## config.mk

```make
export PLATFORM = sky130hd
export DESIGN_NAME = mem_arbiter
export DESIGN_NICKNAME = d
export VERILOG_FILES = /design/src/rtl/mem_arbiter_pkg.sv /design/src/rtl/mem_arb_starve_cnt.sv /design/src/rtl/mem_arbiter.sv
export SDC_FILE = /design/constraint.sdc
export NUM_CORES = 1
export LEC_CHECK = 0
export ABC_CLOCK_PERIOD_IN_PS = 2300
export BUFFER_PORTS_ARGS = -buffer_cell sky130_fd_sc_hd__buf_2
export CORE_AREA = 5 5 99 101
export CTS_CLUSTER_DIAMETER = 50
export DETAILED_ROUTE_END_ITERATION = 7
export DIE_AREA = 0 0 104 106
export SYNTH_ARGS = -nofsm -noshare
export SYNTH_HDL_FRONTEND = slang
export SYNTH_SLANG_ARGS = --single-unit
```

## constraint.sdc

```tcl
create_clock -name CLK -period 2.3 [get_ports CLK]
set_input_delay 0.46 -clock CLK [delete_from_list [all_inputs] [get_ports CLK]]
set_output_delay 0.46 -clock CLK [all_outputs]
set_load 0.02 [all_outputs]
```

## src/rtl/mem_arbiter_pkg.sv

```systemverilog
// Shared types and constants for the two-port memory arbiter.
package mem_arbiter_pkg;

   // Default word-address and data widths
   localparam int DEF_AW = 30;
   localparam int DEF_DW = 32;

   // Memory access direction encoding
   localparam logic RW_READ  = 1'b0;
   localparam logic RW_WRITE = 1'b1;

   // Which port, if any, owns the read data returning this cycle
   typedef enum logic [1:0] {
      RESP_NONE = 2'd0,
      RESP_I    = 2'd1,
      RESP_D    = 2'd2
   } resp_e;

endpackage

```

## src/rtl/mem_arb_starve_cnt.sv

```systemverilog
// Saturating count of consecutive cycles the instruction port asked and was
// refused. at_limit tells the arbiter to push the instruction port ahead.
module mem_arb_starve_cnt #(
   parameter int LIMIT = 4
) (
   input  logic CLK,
   input  logic RST,
   input  logic i_req,
   input  logic i_gnt,
   output logic at_limit
);
   localparam int CW = (LIMIT < 1) ? 1 : $clog2(LIMIT + 1);

   logic [CW-1:0] cnt;

   // Count denied instruction cycles; any grant or idle cycle restarts the count
   always_ff @(posedge CLK or posedge RST) begin
      if (RST)
         cnt <= '0;
      else if (!i_req || i_gnt)
         cnt <= '0;
      else if (cnt != CW'(LIMIT))
         cnt <= cnt + CW'(1);
   end

   assign at_limit = (cnt == CW'(LIMIT));

endmodule

```

## src/rtl/mem_arbiter.sv

```systemverilog
// Two-port (instruction/data) arbiter onto a single-access-per-cycle memory.
// Data has priority; a starved instruction port is forced through after
// STARVE_LIMIT refused cycles. Read data returns one cycle after the grant.
// Optional stall statistics are enabled by defining MEM_ARB_STATS_EN.
module mem_arbiter
   import mem_arbiter_pkg::*;
#(
   parameter int AW           = DEF_AW,
   parameter int DW           = DEF_DW,
   parameter int STARVE_LIMIT = 4
) (
   input  logic          CLK,
   input  logic          RST,
   input  logic          I_REQ,
   input  logic [AW-1:0] I_ADDR,
   output logic          I_GNT,
   output logic          I_VALID,
   output logic [DW-1:0] I_RDATA,
   input  logic          D_REQ,
   input  logic          D_RW,
   input  logic [AW-1:0] D_ADDR,
   input  logic [DW-1:0] D_WDATA,
   output logic          D_GNT,
   output logic          D_VALID,
   output logic [DW-1:0] D_RDATA,
   output logic          M_REQ,
   output logic          M_RW,
   output logic [AW-1:0] M_ADDR,
   output logic [DW-1:0] M_WDATA,
   input  logic [DW-1:0] M_RDATA
`ifdef MEM_ARB_STATS_EN
   ,
   output logic [31:0]   STAT_ISTALL,
   output logic [31:0]   STAT_DSTALL
`endif
);

   logic  starved;
   resp_e resp_q;

   mem_arb_starve_cnt #(
      .LIMIT (STARVE_LIMIT)
   ) u_starve (
      .CLK      (CLK),
      .RST      (RST),
      .i_req    (I_REQ),
      .i_gnt    (I_GNT),
      .at_limit (starved)
   );

   // Pick the winner: data first unless the instruction port has starved
   always_comb begin
      I_GNT = 1'b0;
      D_GNT = 1'b0;
      if (!RST) begin
         if (I_REQ && (starved || !D_REQ))
            I_GNT = 1'b1;
         else if (D_REQ)
            D_GNT = 1'b1;
      end
   end

   // Steer the granted port onto the memory bus; idle bus is all zeros
   always_comb begin
      M_REQ   = I_GNT | D_GNT;
      M_RW    = RW_READ;
      M_ADDR  = '0;
      M_WDATA = '0;
      if (I_GNT) begin
         M_ADDR  = I_ADDR;
      end else if (D_GNT) begin
         M_RW    = D_RW;
         M_ADDR  = D_ADDR;
         M_WDATA = D_WDATA;
      end
   end

   // Remember which port owns next cycle's read data; reset drops it
   always_ff @(posedge CLK or posedge RST) begin
      if (RST)
         resp_q <= RESP_NONE;
      else if (I_GNT)
         resp_q <= RESP_I;
      else if (D_GNT && (D_RW == RW_READ))
         resp_q <= RESP_D;
      else
         resp_q <= RESP_NONE;
   end

   // Route returning data to its owner only; the other side sees zero
   always_comb begin
      I_VALID = (resp_q == RESP_I);
      D_VALID = (resp_q == RESP_D);
      I_RDATA = I_VALID ? M_RDATA : '0;
      D_RDATA = D_VALID ? M_RDATA : '0;
   end

`ifdef MEM_ARB_STATS_EN
   // Saturating counts of refused request cycles per port
   always_ff @(posedge CLK or posedge RST) begin
      if (RST) begin
         STAT_ISTALL <= '0;
         STAT_DSTALL <= '0;
      end else begin
         if (I_REQ && !I_GNT && (STAT_ISTALL != '1))
            STAT_ISTALL <= STAT_ISTALL + 32'd1;
         if (D_REQ && !D_GNT && (STAT_DSTALL != '1))
            STAT_DSTALL <= STAT_DSTALL + 32'd1;
      end
   end
`endif

endmodule

```

==> metrics.md <==
| Metric | Value |
|---|---|
| Horiz. Die Dim | `104 um` |
| Root Buffer | `clkbuf_8` |
| Status | `completed` |
| Detailed Routing Iterations Pass 1 | `4` |
| Global-route wire length before repair | `10.6 mm` |
| Placed insts | `534` |
| Met3 wire length | `830 um` |
| I/O pin total | `261` |
| Total gr overflow | `0` |
| Maximum VDD drop | `0.173 mV` |
| HPWL Detailed | `6.09 mm` |
| Syn avg cell area | `7.25 sq um` |
| Min Tclk post-route | `2.22 ns` |
| Die area | `11000 sq um` |
| H-tree depth | `1` |
| Worst hold-check path type | `input pin to asynchronous set/reset pin` |
| Post-route cell area | `2830 sq um` |
| Required time of the critical path | `1.84 ns` |
| Clock-pin slew on the worst setup and hold paths | `0.03 ns` |
| Vias per inst | `4.03` |
| Final max-slew violation count | `0` |
| Async S/R FF share, synth | `100%` |
| Final wirelength | `7.24 mm` |
| FILL cells | `966` |
| Maximum clock rate | `450 MHz` |
| Fin crit share | `96.6%` |
| Startpoint types | `flip-flop` |
| Yosys Warn Count | `0` |
| CP arrival | `1.76 ns` |
| Diodes inserted | `0` |
| Max Used Layer | `met4` |
| Worst setup EP type | `output port` |
| Antenna violations before repair | `0` |
| Post-synth EDFFs | `0` |
| Post-DP Area | `2660 sq um` |
| Seq/Total Area, Yosys | `9.97%` |
| Total GRT Usage | `11.2%` |
| Total number of vias | `2195` |
| PortBufs | `260` |
| Worst slew pin tran | `0.241 ns` |
| Number of routed nets with antenna violations | `0` |
| Fin Clk Skew | `0.000785 ns` |
| Max incr delay on CP | `0.36 ns` |
| Crit path max-delay family | `buffers and inverters` |
| Initial Util | `14.0%` |
| #FFs+latches synth | `5` |
| Leak pwr | `1.84 nW` |
| Vias in the first global route | `2241` |
| Fin util | `31.7%` |
| PwrDens | `256 nW/um^2` |
| Num Clock Sinks | `5` |
| Synth Flop Type | `dfrtp_1` |
| Layout area overhead | `126%` |
| Critical path class | `flip-flop to output port` |
| Reg-to-Reg Start | `u_starve.cnt[0]` |
| Critical-path cell list | `inv_1 > ha_2 > nand2_1 > a21oi_4 > buf_12 > buf_6 > or2_2 > buf_2` |
| RD Place Congestion | `0.772` |
| Launch point of the worst path | `u_starve.cnt[0]` |
| CTS tree | `built` |
| Max Root-Sink Buffers | `2` |
| Core area | `8930 sq um` |
| Final setup viols | `0` |
| Largest net degree at the start of global routing | `39` |
| Fin nets | `565` |
| Row Count | `35` |
| Non-Filler Instances | `544` |
| Met2 WL | `3.91 mm` |
| CP max FO | `8` |
| Critical Path Slowest Stage Cell | `dfrtp_1` |
| DRC errors left | `0` |
| Clock Latency Late Sink | `0.21 ns` |
| Worst path buffer plus inverter count | `4` |
| DRT met1 WL | `2.42 mm` |
| Max cap viols | `0` |
| Synth Net Count | `304` |
| Synthesized area | `1250 sq um` |
| Die Span Y | `106 um` |
| Unique masters post-synth | `20` |
| CTS buffer count | `3` |
| Hold Fails Final Rpt | `0` |
| Share of layout cells above drive strength 1 | `64.7%` |
| Synth Instances | `173` |
| DR WL/cell | `13.3 um` |
| Starting DRT DRC Count | `35` |
| Max-slew headroom at the worst pin | `83.8%` |
==> final timing paths <==
kind / cells after the start / endpoint / slack (ns)
setup / recovery: 8 / M_REQ / 0.08
hold / removal: 3 / u_starve.cnt[2] / 0.26
setup reg to reg: 6 / resp_q[0] / 1.00
hold reg to reg: 1 / u_starve.cnt[2] / 0.53
max in group asynchronous: 3 / u_starve.cnt[0] / 1.93
min in group CLK: 2 / resp_q[1] / 0.41
==> cell usage after synthesis, drive strengths merged (2+ instances only) <==
| cell | number | area (sq um) |
|---|---|---|
| a22o | 30 | 263 |
| nor2b | 3 | 18.8 |
| o22ai | 2 | 12.5 |
| clkbuf | 8 | 30.0 |
| a21oi | 2 | 13.8 |
| nand3 | 2 | 10.0 |
| buf | 8 | 71.3 |
| ha | 2 | 25.0 |
| and2 | 97 | 607 |
| nand2 | 5 | 18.8 |
| dfrtp | 5 | 125 |
| inv | 3 | 11.3 |
==> routing by layer <==
layer | up-vias | GRT usage, %
met3 | 6 | 4.37
li1 | 1101 | -
met5 | - | 0
met1 | 935 | 10.7
met4 | 0 | 2.68
met2 | 153 | 22.3
==> logic make-up (layout without fill, tap and decap cells) <==
kind of cell | after synthesis | after routing | share of synthesized area [%]
flip-flops | 5 | 5 | 9.97
AO/OA/AOI/OAI | 36 | 36 | 24.1
multiplexers | 1 | 1 | 0.897
AND/OR/NAND/NOR | 110 | 110 | 54.0
adder cells (fa/ha/maj) | 2 | 2 | 1.99
buffers and inverters | 19 | 279 | 8.97
==> layout make-up <==
class	count	area (sq um)	area share, %
tap	111	139	4.91
multi-input combinational	149	1030	36.3
clock buffer	4	45.0	1.59
timing repair buffer	272	1480	52.4
sequential	5	125	4.42
inverter	3	11.3	0.398
==> state kept, by name, summed over array words and instances, names as in the netlist <==
register	flops
u_starve.cnt	3
resp_q	2
==> through the flow <==
stage	total power, W	TNS, ns	worst slack, ns	hold WS, ns
floorplan	0.000339	0	0.328	0.253
global placement	0.000546	0	0.285	0.473
detailed placement	0.000554	0	0.218	0.486
CTS	0.000720	0	0.0458	0.258
global route	0.000783	-0.0315	-0.0150	0.278
finish	0.000726	0	0.0777	0.263
==> power by group <==
group	switching, W	internal [W]
registers	0.00000349	0.0000933
logic	0.000253	0.000220
clock network	0.0000374	0.000118
==> placed cells by master, fill, tap and decap left out, types with 2 or more instances in the layout <==
master | synthesis | final
buf_2 | 3 | 259
and2_1 | 97 | 97
a22o_1 | 30 | 30
buf_4 | 0 | 6
nand2_1 | 5 | 5
dfrtp_1 | 5 | 5
buf_12 | 0 | 4
inv_1 | 3 | 3
nor2b_1 | 3 | 3
clkbuf_8 | 0 | 3
nand3_1 | 2 | 2
o22ai_1 | 2 | 2
clkbuf_16 | 0 | 2
==> worst register-to-register path, cell delays in order, from the launching register on <==
cell and delay [ns]:
dfrtp_1 0.38, inv_1 0.09, ha_2 0.20, nand2_1 0.11, a21oi_4 0.16, buf_12 0.14
buf_6 0.14
==> repair_timing <==
item                                    4_1_cts  5_1_grt
endpoints found under the setup margin       11       10
pin swaps                                     1        1
cloned                                        0        3
resized for setup                             0        4
hold buffers                                  0        0
buffers inserted                              2        1
Note: power is estimated with default switching activity, not from simulation.
